==> config.mk <==
export PLATFORM = sky130hd
export DESIGN_NAME = mem_port_arbiter
export DESIGN_NICKNAME = d
export VERILOG_FILES = /design/src/rtl/mem_port_arbiter.sv
export SDC_FILE = /design/constraint.sdc
export NUM_CORES = 1
export LEC_CHECK = 0
export ABC_AREA = 1
export ABC_CLOCK_PERIOD_IN_PS = 3200
export BUFFER_PORTS_ARGS = -buffer_cell sky130_fd_sc_hd__buf_4
export CORE_MARGIN = 2
export CORE_UTILIZATION = 40
export DETAILED_ROUTE_END_ITERATION = 7
export GPL_TIMING_DRIVEN = 0
export HOLD_SLACK_MARGIN = 0.1
export PLACE_DENSITY = 0.79
export SLEW_MARGIN = 20
export SYNTH_ARGS = -nofsm -noshare
export SYNTH_HDL_FRONTEND = slang
export SYNTH_SLANG_ARGS = --single-unit
export TNS_END_PERCENT = 5
==> constraint.sdc <==
create_clock -name clk -period 3.2 [get_ports clk]
set_clock_uncertainty 0.05 [all_clocks]
set_input_delay 0.16 -clock clk [delete_from_list [all_inputs] [get_ports clk]]
set_output_delay 0.16 -clock clk [all_outputs]
set_load 0.1 [all_outputs]
==> src/rtl/mem_port_arbiter.sv <==
`default_nettype none
// ============================================================================
// Module   : mem_port_arbiter
// Purpose  : Shares one single-port RAM between the CPU and a program/DMA
//            loader. Fixed CPU priority, starvation promotion for the
//            loader and a loader burst lock.
// Ports    : clk, rst (async, active-low)
//            cpu_req/we/addr/wdata -> cpu_ack, cpu_rdata
//            ldr_req/we/addr/wdata/lock -> ldr_ack, ldr_rdata
//            MemRW/MemAddr/MemD -> RAM, MemQ <- RAM (combinational read)
//            owner : 00 none, 01 CPU, 10 loader
// Revision : 1.0  initial release
// ============================================================================
module mem_port_arbiter #(
  parameter int AW         = 8,
  parameter int DW         = 16,
  parameter int STARVE_MAX = 4
) (
  input  logic          clk,
  input  logic          rst,
  input  logic          cpu_req,
  input  logic          cpu_we,
  input  logic [AW-1:0] cpu_addr,
  input  logic [DW-1:0] cpu_wdata,
  output logic          cpu_ack,
  output logic [DW-1:0] cpu_rdata,
  input  logic          ldr_req,
  input  logic          ldr_we,
  input  logic [AW-1:0] ldr_addr,
  input  logic [DW-1:0] ldr_wdata,
  input  logic          ldr_lock,
  output logic          ldr_ack,
  output logic [DW-1:0] ldr_rdata,
  output logic          MemRW,
  output logic [AW-1:0] MemAddr,
  output logic [DW-1:0] MemD,
  input  logic [DW-1:0] MemQ,
  output logic [1:0]    owner
);

  localparam logic [3:0] C_STARVE_MAX = 4'(STARVE_MAX);

  typedef enum logic [1:0] {
    ST_IDLE   = 2'd0,
    ST_ACCESS = 2'd1,
    ST_DONE   = 2'd2
  } state_t;

  state_t        r_state;
  state_t        w_state_nxt;
  logic          r_we;
  logic          r_sel;        // 0 = CPU owns the transaction, 1 = loader
  logic [AW-1:0] r_addr;
  logic [DW-1:0] r_d;
  logic [DW-1:0] r_cpu_rdata;
  logic [DW-1:0] r_ldr_rdata;
  logic [3:0]    r_ldr_wait;
  logic          r_lock_q;

  logic          w_ldr_starved;
  logic          w_grant_ldr;
  logic          w_grant_cpu;
  logic          w_grant;

  // Loader wins when it holds the lock, when it has been starved, or when
  // the CPU is not asking. A held lock also blocks the CPU even if the
  // loader has let go of req for this arbitration.
  assign w_ldr_starved = (r_ldr_wait == C_STARVE_MAX);
  assign w_grant_ldr   = ldr_req & (r_lock_q | w_ldr_starved | ~cpu_req);
  assign w_grant_cpu   = cpu_req & ~r_lock_q & ~w_grant_ldr;
  assign w_grant       = w_grant_ldr | w_grant_cpu;

  always_ff @(posedge clk or negedge rst) begin
    if (!rst) begin
      r_state <= ST_IDLE;
    end else begin
      r_state <= w_state_nxt;
    end
  end

  // MemRW is decoded from the state register so an asynchronous reset
  // removes the write strobe immediately.
  always_comb begin
    w_state_nxt = r_state;
    MemRW       = 1'b0;
    cpu_ack     = 1'b0;
    ldr_ack     = 1'b0;
    owner       = 2'b00;
    case (r_state)
      ST_IDLE: begin
        if (w_grant) begin
          w_state_nxt = ST_ACCESS;
        end
      end
      ST_ACCESS: begin
        w_state_nxt = ST_DONE;
        MemRW       = r_we;
        owner       = r_sel ? 2'b10 : 2'b01;
      end
      ST_DONE: begin
        w_state_nxt = ST_IDLE;
        cpu_ack     = ~r_sel;
        ldr_ack     = r_sel;
        owner       = r_sel ? 2'b10 : 2'b01;
      end
      default: begin
        w_state_nxt = ST_IDLE;
      end
    endcase
  end

  always_ff @(posedge clk or negedge rst) begin
    if (!rst) begin
      r_we        <= 1'b0;
      r_sel       <= 1'b0;
      r_addr      <= '0;
      r_d         <= '0;
      r_cpu_rdata <= '0;
      r_ldr_rdata <= '0;
      r_ldr_wait  <= 4'd0;
      r_lock_q    <= 1'b0;
    end else begin
      if (r_state == ST_IDLE) begin
        if (w_grant) begin
          r_sel  <= w_grant_ldr;
          r_we   <= w_grant_ldr ? ldr_we    : cpu_we;
          r_addr <= w_grant_ldr ? ldr_addr  : cpu_addr;
          r_d    <= w_grant_ldr ? ldr_wdata : cpu_wdata;
        end
        if (w_grant_ldr) begin
          r_ldr_wait <= 4'd0;
        end else if (w_grant_cpu && ldr_req && !w_ldr_starved) begin
          r_ldr_wait <= r_ldr_wait + 4'd1;
        end
        if (w_grant_ldr && ldr_lock) begin
          r_lock_q <= 1'b1;
        end else if (!ldr_lock || !ldr_req) begin
          r_lock_q <= 1'b0;
        end
      end
      // Read data is captured at the edge that ends the RAM access.
      if (r_state == ST_ACCESS && !r_we) begin
        if (r_sel) begin
          r_ldr_rdata <= MemQ;
        end else begin
          r_cpu_rdata <= MemQ;
        end
      end
    end
  end

  assign MemAddr   = r_addr;
  assign MemD      = r_d;
  assign cpu_rdata = r_cpu_rdata;
  assign ldr_rdata = r_ldr_rdata;

endmodule
`default_nettype wire
# Word level (Yosys, flattened, before mapping)
# Index checks and enable logic that the tools add are counted.
# totals
regBits,65
latchBits,0
mem_bits_ro,0
n_memories,0
out_inout_bits,61
mem_bits_rw,0
inputBits,71
# op_classes
n_mux,14
n_shift,0
magnitude_cmp,0
n_div,0
eq_ne,4
addsub,1
bitwise,10
mul,0
n_reduce_logical,18
# ops
cell,n
2-to-1 mux 16 bit,1
AND reduction 2 bit,5
2-to-1 mux 4 bit,2
2-to-1 mux 8 bit,1
2-to-1 mux 1 bit,6
2-to-1 mux 2 bit,3
adder 4 x 1 -> 4 bit (second input constant),1
equality test 4 x 3 -> 1 bit (second input constant),1
logical AND 1 bit,4
logical NOT 1 bit,4
inverter 1 bit,4
case mux 2 bit (2 select lines),1
nonzero test 2 bit,2
bitwise AND 1 bit,3
OR 1 bit,3
equality test 2 x 1 -> 1 bit (second input constant),1
equality test 2 bit (second input constant),1
logical NOT 2 bit,1
!= test 2 bit (second input constant),1
OR reduction 2 bit,1
logical OR 1 bit,1

# Longest topological paths before layout
# depth
ltp_word,10
mapped_depth,9
depth_no_buf,8

# Worst setup path after synthesis
# No wires, ideal clock.
# synth_timing
path_type,flip-flop to output port
startpoint,register r_state[0]
endpoint,output port owner[0]
arrival_time_ns,1.996
setup_slack_ns,0.994
n_path_buf,0
stages_incl_launch_ff,5
path_cell_list,dfrtp_1 > inv_1 > ha_1 > inv_1 > nor2_1
# synth_between
elab_chain_len,3
# synth_rtl
element,line,rtl
"start, declared",49,state_t r_state;
"start signal, assigned",77,r_state <= w_state_nxt;
equality test 2 x 1 -> 1 bit or equality test 2 bit (tied branches),89,case (r_state)
OR reduction 2 bit (no source line) *,--,
2-to-1 mux 2 bit *,--,
"end, declared",38,output logic [1:0] owner
# Every way passes the cells marked *; elsewhere a longest branch is shown, timed or not.

# Worst setup path in the final report
# layout_timing
startpoint,register r_ldr_wait[0]
endpoint,"register r_d[14], in the netlist MemD[14]"
# layout_between
elab_chain_len,8
# layout_rtl
element,line,rtl
"start, declared",57,logic [3:0] r_ldr_wait;
"start signal, assigned",133,r_ldr_wait <= r_ldr_wait + 4'd1;
equality test 4 x 3 -> 1 bit *,68,assign w_ldr_starved = (r_ldr_wait == C_STARVE_MAX);
OR 1 bit * (2 in series),69,assign w_grant_ldr = ldr_req & (r_lock_q | w_ldr_starved | ~cpu_req);
bitwise AND 1 bit *,69,
inverter 1 bit,70,assign w_grant_cpu = cpu_req & ~r_lock_q & ~w_grant_ldr;
bitwise AND 1 bit,70,
OR 1 bit,71,assign w_grant = w_grant_ldr | w_grant_cpu;
AND reduction 2 bit (no source line),--,
"end signal, assigned",128,r_d <= w_grant_ldr ? ldr_wdata : cpu_wdata;
"end, declared",54,logic [DW-1:0] r_d;
# Marks and branches as above.
# A chain may end at the register's enable or synchronous reset.

==> results by group <==
Run status
  – Status: finished, final reports clean

Global routing
  – Vias in the first global route: 3,081
  – GR Util met3: 5.641%
  – Gr usage total: 20.38%
  – First-pass GRT wire length: 14,030 µm
  – Grt met1 use: 24.41%
  – Largest net degree at the start of global routing: 66
  – Most used routing layer: met2
  – Gr ovfl total: 0
  – Met2 Use GR: 35.21%
  – Antenna violations before repair: 0

Route
  – Antenna Violating Nets Remaining: 0
  – Residual DRC: 0
  – DR WL/cell: 12.38 µm
  – Vias: 3,143
  – DRT Pass-1 Iters: 5
  – Initial DRC count: 68
  – Via-per-instance ratio: 4.555
  – Final WL: 8540 µm

Min path
  – Hold Path Sink: MemD[13]$_DFFE_PN0P_
  – Hold Crit Start: ldr_wdata[13]
  – Worst Hold Depth: 5
  – Worst Hold Class: primary input to flip-flop

Synthesis
  – Top FF cell, synth: dfrtp_1
  – Mean Syn Cell Area: 7.959 µm²
  – EDFF count, synth: 0
  – Most numerous cell in the Yosys netlist: nand2_1
  – Post-synthesis mux area share: 0%
  – Ys async rst share: 100.0%
  – Dominant cells by area after synthesis: dfrtp_1, nand2_1, inv_1, nand3_1, o21ai_0
  – Gate Count Post-Synth: 399
  – Syn_nets: 476
  – Synth top area share: 51.22%
  – Largest family of logic cells by synthesized area: simple AND/OR/NAND/NOR gates
  – Simple-Gate Fraction of Synth Area: 26.04%
  – XOR/XNOR Fraction of Synth Area: 0.2758%
  – Synth warnings: 0
  – Post-synthesis sequential area ratio: 51.22%
  – Complex-gate fraction of the synthesized area: 5.989%
  – Mapped cell area: 3176 µm²
  – Leading area contributor after synthesis: dfrtp_1
  – Yosys reg bits: 65
  – Post-synth top cells: nand2_1, inv_1, dfrtp_1, nand3_1, o21ai_0
  – Distinct cells, synth: 21
  – Adder-cell share of the synthesized area: 2.364%

Critical path
  – Reg2reg end: MemD[14]$_DFFE_PN0P_
  – WP data arrival: 2.28 ns
  – CP endpoint kind: flip-flop
  – Worst path most repeated cell: nand3_1
  – Setup CP Type: flip-flop to flip-flop
  – WP data required: 3.38 ns
  – CP Launch Type: flip-flop
  – Worst r2r src: r_ldr_wait[0]$_DFFE_PN0P_
  – Flop2flop setup slack: 1.09 ns
  – CP Cell Sequence: inv_1, ha_1, nand3_2, nand2_4, buf_2, nand3_1, nand3_1, dlygate4sd3_1, nand2_1
  – Worst path slowest cell: dlygate4sd3_1
  – Reg2Reg Depth: 9
  – CP max stage delay: 0.54 ns
  – Critical path fanouts, max: 10

CTS
  – Clock Pin Slew Worst Setup and Hold Paths: 0.07 ns
  – Root buf cell: clkbuf_8
  – CTS tree: yes
  – CTS max path bufs: 2
  – Cts hold-fix bufs: 43
  – Setup bufs post-CTS: 0
  – Total CTS buffers: 9
  – Post-CTS sizing: 0
  – CTS sink count: 65
  – Clock latency on the worst-skew pair: 0.33 ns
  – H-tree Lvls: 3

Die
  – Die Y: 93.10 µm
  – Num rows: 32
  – Core area: 7727 µm²
  – Die X: 93.10 µm
  – Ports: 132
  – Die area: 8668 µm²
  – Initial Util: 41.09%

STA
  – Fmax: 475.0 MHz
  – Hold slack: 0.1031 ns
  – Final min period: 2.105 ns
  – Worst slew pin tran: 0.8059 ns
  – Final Hold Violating Endpoints: 0
  – Setup TNS: 0 ns
  – # setup viols final: 0
  – Fin crit share: 65.79%
  – Rel. slew slack: 46.28%
  – Slew Limit Fails: 0
  – Unrepaired setup endpoints after global routing: false

Final layout
  – Final std cells w/o fill: 690
  – Total Nets Final: 661
  – Ant. Diodes: 0
  – Layout cell share with drive strength beyond 1: 28.74%
  – Area growth syn-to-layout: 55.28%

Placement
  – IO Port Bufs: 131
  – Placed Cells: 632
  – Routability cong.: 0.7281
  – DP Wirelength: 5964 µm

Run
  – Maxcap violations: 0
-- cell usage in the layout, fill, tap and decap left out --
| master | Yosys | layout |
|---|---|---|
| nand2_2 | 1 | 1 |
| ha_1 | 6 | 6 |
| dfrtp_1 | 65 | 65 |
| buf_4 | 1 | 132 |
| nor2_4 | 2 | 2 |
| nand2_4 | 2 | 2 |
| clkbuf_1 | 4 | 4 |
| nand2_1 | 120 | 120 |
| buf_6 | 7 | 7 |
| dlygate4sd3_1 | 0 | 43 |
| xnor2_1 | 1 | 1 |
| inv_2 | 2 | 2 |
| nor3_1 | 1 | 1 |
| a21oi_1 | 1 | 1 |
| clkbuf_8 | 0 | 13 |
| nand3_2 | 1 | 1 |
| inv_1 | 82 | 82 |
| nor2_1 | 4 | 4 |
| inv_4 | 1 | 1 |
| bufinv_16 | 0 | 1 |
| buf_2 | 5 | 5 |
| clkinv_2 | 0 | 1 |
| nand3_1 | 55 | 55 |
| nor2_8 | 1 | 1 |
| o21ai_0 | 37 | 37 |
-- layer usage --
metal | vias up | share of wire (%)
li1 | 1568 | -
met5 | - | 0
met2 | 137 | 47
met4 | 0 | 2.0
met1 | 1423 | 42
met3 | 15 | 8.5
-- area by class of cell --
class                      count  area, µm²
fill                         633       2796
sequential                    65       1627
timing repair buffer         174       1414
multi-input combinational    232       1101
inverter                      85      321.6
clock buffer                  13      178.9
tap                          102      127.6
buffer                        17      126.4
clock inverter                 2      35.03
-- worst max-delay path: cells and delay by family, from the launching register on --
family	cells	cell delay, ns
buffers and inverters	3	0.90
AND/OR/NAND/NOR	5	0.47
flip-flops	1	0.40
adder cells (fa/ha/maj)	1	0.19
-- sequential cells by signal, summed over array words and instances, names as in the netlist --
signal	cells
r_sel	1
MemD	16
r_lock_q	1
ldr_rdata	16
cpu_rdata	16
MemAddr	8
r_ldr_wait	4
r_we	1
r_state	2
-- per-stage QoR --
step / utilization [%] / setup WS [ns] / instance area, µm²
3_5_place_dp: 55.47 / 1.590 / 4287
6_report: 63.81 / 1.095 / 4931
4_1_cts: 63.81 / 1.094 / 4931
5_1_grt: 63.81 / 0.9243 / 4931
2_1_floorplan: - / 0.9941 / 3176
3_3_place_gp: 55.47 / 1.658 / 4287
-- logic make-up after synthesis --
| kind of cell | count (synthesis) |
|---|---|
| and+or+nand+nor | 187 |
| buffers and inverters | 102 |
| xor gates and xnor gates | 1 |
| adders and majority gates | 6 |
| DFF | 65 |
| AOI/OAI and AO/OA | 38 |
-- how the worst max path moves through the flow --
stage                              startpoint                         to  slack [ns]  depth (start not counted)
floorplan              r_state[0]$_DFFE_PN0P_                   owner[0]        0.99                          4
global placement       r_state[1]$_DFFE_PN0P_   ldr_rdata[8]$_DFFE_PN0P_        1.66                          6
detailed placement     r_state[1]$_DFFE_PN0P_  cpu_rdata[12]$_DFFE_PN0P_        1.59                          5
CTS                 r_ldr_wait[0]$_DFFE_PN0P_       MemD[14]$_DFFE_PN0P_        1.09                          9
global route        r_ldr_wait[0]$_DFFE_PN0P_       MemD[14]$_DFFE_PN0P_        0.92                          9
finish              r_ldr_wait[0]$_DFFE_PN0P_       MemD[14]$_DFFE_PN0P_        1.09                          9
Power is not shown: default switching activity piles up to over one toggle a cycle in this logic, so the estimate is an artifact.
